[src/rtl/led_wb_scan_if.sv]
// Wishbone pipelined slave bus bundle for led_wb_scan.
// Signal names follow the block's external port naming so waveforms match the register map docs.
interface led_wb_scan_if;
    logic        i_wb_cyc;
    logic        i_wb_stb;
    logic        i_wb_we;
    logic [1:0]  i_wb_addr;
    logic [31:0] i_wb_data;
    logic        o_wb_stall;
    logic        o_wb_ack;
    logic [31:0] o_wb_data;

    modport master (
        output i_wb_cyc, i_wb_stb, i_wb_we, i_wb_addr, i_wb_data,
        input  o_wb_stall, o_wb_ack, o_wb_data
    );

    modport slave (
        input  i_wb_cyc, i_wb_stb, i_wb_we, i_wb_addr, i_wb_data,
        output o_wb_stall, o_wb_ack, o_wb_data
    );
endinterface

[src/rtl/led_wb_scan.sv]
// Knight-rider LED scanner with a Wishbone register interface (CTRL/PRESCALE/COUNT/LEDS).
// Define LED_WB_SCAN_IRQ_EN to add the IE bit and the o_int sweep-done pulse.
module led_wb_scan #(
    parameter int            NLED      = 8,
    parameter int            PW        = 16,
    parameter logic [PW-1:0] RESET_DIV = '0
) (
    input  logic            i_clk,
    input  logic            i_reset,
    led_wb_scan_if.slave    wb,
    output logic [NLED-1:0] o_led
`ifdef LED_WB_SCAN_IRQ_EN
    ,
    output logic            o_int
`endif
);

    typedef enum logic [1:0] {
        IDLE  = 2'd0,
        LEFT  = 2'd1,
        RIGHT = 2'd2
    } state_t;

    localparam logic [NLED-1:0] LED_ONE = NLED'(1);
    localparam logic [NLED-1:0] LED_TWO = NLED'(2);

    state_t          state_q, state_d;
    logic [NLED-1:0] led_q, led_d;
    logic [PW-1:0]   presc_q, presc_d;
    logic [PW-1:0]   div_q, div_d;
    logic [15:0]     count_q, count_d;
    logic            cont_q, cont_d;
    logic            ie_q;
    logic            ack_q;
    logic [31:0]     rdata_q, rdata_d;

    logic            accept, wr, ctrl_wr, start, stop;
    logic            tick, sweep_end, done;
    logic [NLED-1:0] led_shl, led_shr;
    logic            unused_wdata;

    assign accept    = wb.i_wb_cyc && wb.i_wb_stb;
    assign wr        = accept && wb.i_wb_we;
    assign ctrl_wr   = wr && (wb.i_wb_addr == 2'd0);
    assign start     = ctrl_wr && wb.i_wb_data[0];
    assign stop      = ctrl_wr && wb.i_wb_data[2];
    assign tick      = (div_q == '0) && (state_q != IDLE);
    assign led_shl   = led_q << 1;
    assign led_shr   = led_q >> 1;
    assign sweep_end = tick && (state_q == RIGHT) && (led_q == LED_ONE);
    // STOP beats a coincident completion, so neither COUNT nor the IRQ see it
    assign done      = sweep_end && !stop;
    assign unused_wdata = ^wb.i_wb_data;

    always_ff @(posedge i_clk) begin
        if (i_reset) begin
            state_q <= IDLE;
        end else begin
            state_q <= state_d;
        end
    end

    always_comb begin
        state_d = state_q;
        if (stop) begin
            state_d = IDLE;
        end else begin
            case (state_q)
                IDLE:    if (start) state_d = LEFT;
                LEFT:    if (tick && led_shl[NLED-1]) state_d = RIGHT;
                RIGHT:   if (sweep_end) state_d = cont_q ? LEFT : IDLE;
                default: state_d = IDLE;
            endcase
        end
    end

    always_comb begin
        led_d   = led_q;
        div_d   = div_q;
        count_d = count_q;
        if (stop) begin
            led_d = '0;
            div_d = '0;
        end else if (state_q == IDLE) begin
            if (start) begin
                led_d = LED_ONE;
                div_d = presc_q;
            end
        end else if (tick) begin
            div_d = presc_q;
            if (state_q == LEFT) begin
                led_d = led_shl;
            end else if (sweep_end) begin
                led_d   = cont_q ? LED_TWO : '0;
                count_d = count_q + 16'd1;
            end else begin
                led_d = led_shr;
            end
        end else begin
            div_d = div_q - 1'b1;
        end
    end

    always_comb begin
        presc_d = presc_q;
        cont_d  = cont_q;
        rdata_d = rdata_q;
        if (wr && (wb.i_wb_addr == 2'd1)) presc_d = wb.i_wb_data[PW-1:0];
        if (ctrl_wr) cont_d = wb.i_wb_data[1];
        if (accept) begin
            case (wb.i_wb_addr)
                2'd0:    rdata_d = {26'b0, state_q, ie_q, 1'b0, cont_q, state_q != IDLE};
                2'd1:    rdata_d = 32'(presc_q);
                2'd2:    rdata_d = {16'b0, count_q};
                default: rdata_d = 32'(led_q);
            endcase
        end
    end

    always_ff @(posedge i_clk) begin
        if (i_reset) begin
            led_q   <= '0;
            div_q   <= '0;
            count_q <= '0;
            presc_q <= RESET_DIV;
            cont_q  <= 1'b0;
            ack_q   <= 1'b0;
            rdata_q <= '0;
        end else begin
            led_q   <= led_d;
            div_q   <= div_d;
            count_q <= count_d;
            presc_q <= presc_d;
            cont_q  <= cont_d;
            ack_q   <= accept;
            rdata_q <= rdata_d;
        end
    end

`ifdef LED_WB_SCAN_IRQ_EN
    logic int_q;

    always_ff @(posedge i_clk) begin
        if (i_reset) begin
            ie_q  <= 1'b0;
            int_q <= 1'b0;
        end else begin
            if (ctrl_wr) ie_q <= wb.i_wb_data[3];
            int_q <= done && ie_q;
        end
    end

    assign o_int = int_q;
`else
    logic unused_done;
    assign ie_q        = 1'b0;
    assign unused_done = done;
`endif

    assign o_led         = led_q;
    assign wb.o_wb_stall = 1'b0;
    assign wb.o_wb_ack   = ack_q;
    assign wb.o_wb_data  = rdata_q;

endmodule

[src/flat_wrapper.sv]
// flat-port wrapper written by rule: the top's interface ports become plain ports
module led_wb_scan_flat 
#(
    parameter int            NLED      = 8,
    parameter int            PW        = 16,
    parameter logic [PW-1:0] RESET_DIV = '0
)
  (i_clk, i_reset, o_led, wb_i_wb_cyc, wb_i_wb_stb, wb_i_wb_we, wb_i_wb_addr, wb_i_wb_data, wb_o_wb_stall, wb_o_wb_ack, wb_o_wb_data);
  led_wb_scan_if wb_i ();
  input  logic i_clk;
  input  logic i_reset;
  output logic [NLED-1:0] o_led;
  input wire logic [$bits(wb_i.i_wb_cyc)-1:0] wb_i_wb_cyc;
  input wire logic [$bits(wb_i.i_wb_stb)-1:0] wb_i_wb_stb;
  input wire logic [$bits(wb_i.i_wb_we)-1:0] wb_i_wb_we;
  input wire logic [$bits(wb_i.i_wb_addr)-1:0] wb_i_wb_addr;
  input wire logic [$bits(wb_i.i_wb_data)-1:0] wb_i_wb_data;
  output wire logic [$bits(wb_i.o_wb_stall)-1:0] wb_o_wb_stall;
  output wire logic [$bits(wb_i.o_wb_ack)-1:0] wb_o_wb_ack;
  output wire logic [$bits(wb_i.o_wb_data)-1:0] wb_o_wb_data;
  assign wb_i.i_wb_cyc = wb_i_wb_cyc;
  assign wb_i.i_wb_stb = wb_i_wb_stb;
  assign wb_i.i_wb_we = wb_i_wb_we;
  assign wb_i.i_wb_addr = wb_i_wb_addr;
  assign wb_i.i_wb_data = wb_i_wb_data;
  assign wb_o_wb_stall = wb_i.o_wb_stall;
  assign wb_o_wb_ack = wb_i.o_wb_ack;
  assign wb_o_wb_data = wb_i.o_wb_data;
  led_wb_scan #(.NLED(NLED), .PW(PW), .RESET_DIV(RESET_DIV)) u_core (.i_clk(i_clk), .i_reset(i_reset), .wb(wb_i), .o_led(o_led));
endmodule
[config.mk]
export PLATFORM = sky130hd
export DESIGN_NAME = led_wb_scan_flat
export DESIGN_NICKNAME = d
export VERILOG_FILES = /design/src/rtl/led_wb_scan_if.sv /design/src/rtl/led_wb_scan.sv /design/src/flat_wrapper.sv
export SDC_FILE = /design/constraint.sdc
export NUM_CORES = 1
export LEC_CHECK = 0
export CAP_MARGIN = 5
export CORE_ASPECT_RATIO = 1.25
export CORE_MARGIN = 1
export CORE_UTILIZATION = 49
export CTS_BUF_LIST = sky130_fd_sc_hd__clkbuf_4
export CTS_CLUSTER_SIZE = 14
export DETAILED_ROUTE_END_ITERATION = 6
export PLACE_DENSITY = 0.77
export SETUP_SLACK_MARGIN = 0.15
export SLEW_MARGIN = 20
export SYNTH_ARGS = -nofsm -noshare
export SYNTH_HDL_FRONTEND = slang
export SYNTH_SLANG_ARGS = --single-unit
[constraint.sdc]
create_clock -name i_clk -period 4.8 [get_ports i_clk]
set_input_delay 0.48 -clock i_clk [delete_from_list [all_inputs] [get_ports i_clk]]
set_output_delay 0.48 -clock i_clk [all_outputs]
set_load 0.005 [all_outputs]
==> results.md <==
Global routing:
- The first global-routing pass estimated ~16000 um of wire.
- The total global routing track utilization is 0.259.
- For this run the aggregate overflow at the end of global routing stands at 0.
- The number of global-route vias before repair is between 3000 and 4000.
- The number of antenna violations at the first check in global routing is 0.
- The largest net degree at the start of global routing is between 50 and 60.

Floorplan:
- The number of rows created at floorplan is 36.
- The die covers between 8000 and 9000 sq um.
- The core region area is 7790 sq um.
- The die span in x is between 80 and 90 um.
- The I/O pin total is a little over 80.
- The height of the die is between 100 and 150 um.
- The initial core utilization is 0.507.

Timing:
- The final number of hold-violating endpoints is 0.
- Setup repair after global routing left no endpoint under its margin.
- The smallest setup slack after layout is 1.88 ns.
- The post-route fraction of the period consumed by the critical path is 0.609.
- The maximum frequency from static timing analysis is between 300 and 400 MHz.
- At the pin with the least slew margin, the transition time is 0.973 ns.
- Adding up every negative setup slack in the final design gives 0 ns.
- The total setup violations reported at the end of the flow is 0.
- In this run the tightest slew margin relative to its limit is 0.351.
- The final setup skew is 0.0230 ns.
- The minimum period implied by the final worst setup slack is ~2.9 ns.
- The final count of pins violating max slew is 0.

Pwr:
- The internal power of the cells totals between 0.9 and 1 mW.
- The sequential fraction of design power is 0.521.
- Of the total power, the share spent switching nets is 0.269.
- The share of total power in combinational logic is 0.115.
- VDD sags by at most about 160 uV.
- The net switching power is around 0.34 mW.
- The leakage dissipation is approximately 1.6 nW.
- The ratio of total power to cell area is 278 nW/um^2.
- Of the total power, the clock network draws 0.365.

Worst setup path:
- The endpoint of the most critical register-to-register path is u_core.o_led[1].
- The worst setup path endpoint is u_core.div_q[12].
- The worst register-to-register path begins at u_core.div_q[0].
- The required time at the endpoint of the critical path is 5.16 ns.
- STA classifies the critical path startpoint as an input pin.
- Tracing the worst setup path back leads to its startpoint at wb_i_wb_cyc.
- The depth of the most critical reg-to-reg path is 7.
- The type of the setup path with the least slack is input pin to flip-flop.
- The type of element capturing the critical path is a flip-flop.
- The arrival time at the worst endpoint is around 3.3 ns.
- The worst register-to-register path has a setup slack of 2.29 ns.
- Along the worst path, the maximum fanout reaches 25.

Logic synthesis:
- In this run, synthesis produced a sequential element count of between 70 and 80.
- The synthesis warning total is 0.
- The number of distinct library cells after synthesis is 61.
- The gate count of the mapped netlist is approximately 490.
- The mean post-synth cell area is approximately 8 sq um.
- The sequential element share of the synthesized area is 0.385.
- After synthesis the cells add up to between 3000 and 4000 sq um.
- The count of flip-flops with a built-in enable after synthesis is 0.
- Of all flip-flops after synthesis, the portion carrying an async set or reset was 0.
- Among all flip-flop cells after synthesis, the most frequent one is sky130_fd_sc_hd__dfxtp_1.

Layout:
- Relative to the synthesized area, the layout overhead comes to 14.3%.
- In the final layout, the share of cells above drive strength 1 is 0.0805.
- Once layout is complete, the utilization of the core stands at 0.580.
- In the layout the commonest cells are sky130_fd_sc_hd__dfxtp_1 (76), sky130_fd_sc_hd__nand2_1 (66), sky130_fd_sc_hd__nor2_1 (52).
- The most common cell after layout, fill and taps aside is sky130_fd_sc_hd__dfxtp_1.
- The final design area excluding fillers is around 4500 sq um.
- The post-layout net count is roughly 560.
- The count of cells in the finished layout, fillers not included, comes to 617.
- The repair_antennas step left the layout with diodes totalling 0.

Placement:
- Detailed placement ended at an HPWL of 7290 um.
- The count of buffers inserted at the top-level ports is 47.
- The setup slack after placement is about 1.5 ns.
- The placed instance count is 601.
- The placer congestion estimate is 0.907.
- The placed instance area is between 4000 and 5000 sq um.

Drt:
- The number of vias in the routed layout is around 3700.
- The total wire length is 10200 um.
- After detailed routing, the number of remaining DRC violations is 0.
- The first-iteration detailed-routing DRC count is between 200 and 250.
- The wire length per cell is roughly 17 um.
- The via density per instance is just over 6.
- The first-pass iteration count of the detailed router is 5.
- The detail route stage leaves a number of antenna-violating nets equal to 0.

Clock tree:
- The clock passes through at most 2 buffers.
- The number of sinks handled by clock tree synthesis is 76.
- TritonCTS built the clock tree.
- Gates resized during post-CTS repair numbered 0.
- In this run, post-CTS hold repair placed 0 buffers.
- Clock-pin slew was measured on the worst setup and hold paths at roughly 0.14 ns.
- In this run, CTS created clock tree buffers numbering 9.
- The clock latency of the later-clocked register in the worst-skew pair is between 0.4 and 0.5 ns.
- The tree is rooted in a sky130_fd_sc_hd__clkbuf_4.
- The number of setup buffers added after CTS is 0.
- The H-tree was split into 3 levels.

Flow run:
- Max-cap violations in this run came to 0.

Hold path:
- The worst hold path passes through 2 cells.
- The worst hold path belongs to the class flip-flop to flip-flop.
- The worst min-delay path startpoint is u_core.wb.o_wb_data[4].

Status:
- The flow ran to the end, and the final reports show no timing, DRC or antenna violations.
==> synth_stat cells (9+ instances only) <==
library cell               number  area share
sky130_fd_sc_hd__inv_1         11       0.010
sky130_fd_sc_hd__nand4_1        9       0.014
sky130_fd_sc_hd__a21oi_1       48       0.061
sky130_fd_sc_hd__dfxtp_1       76        0.38
sky130_fd_sc_hd__clkbuf_1      20       0.019
sky130_fd_sc_hd__nor2_1        52       0.049
sky130_fd_sc_hd__nor3_1        23       0.029
sky130_fd_sc_hd__nand2_1       66       0.063
sky130_fd_sc_hd__a221oi_1      12       0.027
sky130_fd_sc_hd__nand3_1       16       0.020
sky130_fd_sc_hd__o21ai_0       26       0.033
sky130_fd_sc_hd__buf_4         19       0.036
==> cells by family (layout without fill, tap and decap cells) <==
logic type | after synthesis | after routing | share of synthesized area
muxes | 16 | 16 | 0.0557
AOI/OAI and AO/OA | 119 | 119 | 0.186
buffers and inverters | 57 | 75 | 0.0744
other | 1 | 17 | 0.000949
adders and majority gates | 3 | 3 | 0.00950
DFF | 76 | 76 | 0.385
xor gates and xnor gates | 6 | 6 | 0.0133
and+or+nand+nor | 210 | 210 | 0.275
==> power groups by stage <==
stage | Sequential [mW] | Clock (mW) | Combinational (mW)
2_1_floorplan | 0.666 | 0 | 0.0974
3_3_place_gp | 0.668 | 0 | 0.140
3_5_place_dp | 0.669 | 0 | 0.142
4_1_cts | 0.654 | 0.463 | 0.143
5_1_grt | 0.657 | 0.492 | 0.159
6_report | 0.655 | 0.458 | 0.145
==> area by class of cell <==
class,instances,area [sq um]
fill,719,3280
tap,95,119
timing repair buffer,48,473
clock buffer,9,67.6
sequential,76,1520
inverter,11,41.3
multi-input combinational,371,2200
clock inverter,7,97.6
==> sequential cells by signal, summed over array words and instances (netlist names) <==
| name | count |
|---|---|
| u_core.div_q | 16 |
| u_core.count_q | 16 |
| u_core.presc_q | 16 |
| u_core.cont_q | 1 |
| u_core.wb.o_wb_data | 16 |
| u_core.state_q | 2 |
| u_core.wb.o_wb_ack | 1 |
| u_core.o_led | 8 |
==> routing by layer <==
metal  vias up  wire length, um  global-route usage
met5         -                0                   0
met3        28              643              0.0518
met1      1770             4340               0.318
li1       1784                -                   -
met2       155             4990               0.428
met4         0              263               0.121
==> worst min-delay path by stage <==
stage	endpoint	slack (ns)
after floorplan	u_core.div_q[4]	0.44
after global placement	u_core.wb.o_wb_data[4]	0.45
after detailed placement	u_core.wb.o_wb_data[4]	0.46
after CTS	u_core.wb.o_wb_data[4]	0.48
after global routing	u_core.wb.o_wb_data[4]	0.50
final	u_core.wb.o_wb_data[4]	0.47
==> metrics by stage <==
stage               hold WS, ns  power [mW]
finish                    0.470        1.26
global route              0.496        1.31
CTS                       0.477        1.26
detailed placement        0.459       0.810
global placement          0.449       0.807
floorplan                 0.442       0.763
==> critical path, stage by stage <==
cell	delay, ns
sky130_fd_sc_hd__clkdlybuf4s50_1	0.47
sky130_fd_sc_hd__and2_1	0.77
sky130_fd_sc_hd__nand4_1	0.44
sky130_fd_sc_hd__nand2b_1	0.77
sky130_fd_sc_hd__nor2_1	0.11
sky130_fd_sc_hd__a32o_1	0.23
No activity file was read; power rests on OpenSTA's default activity.
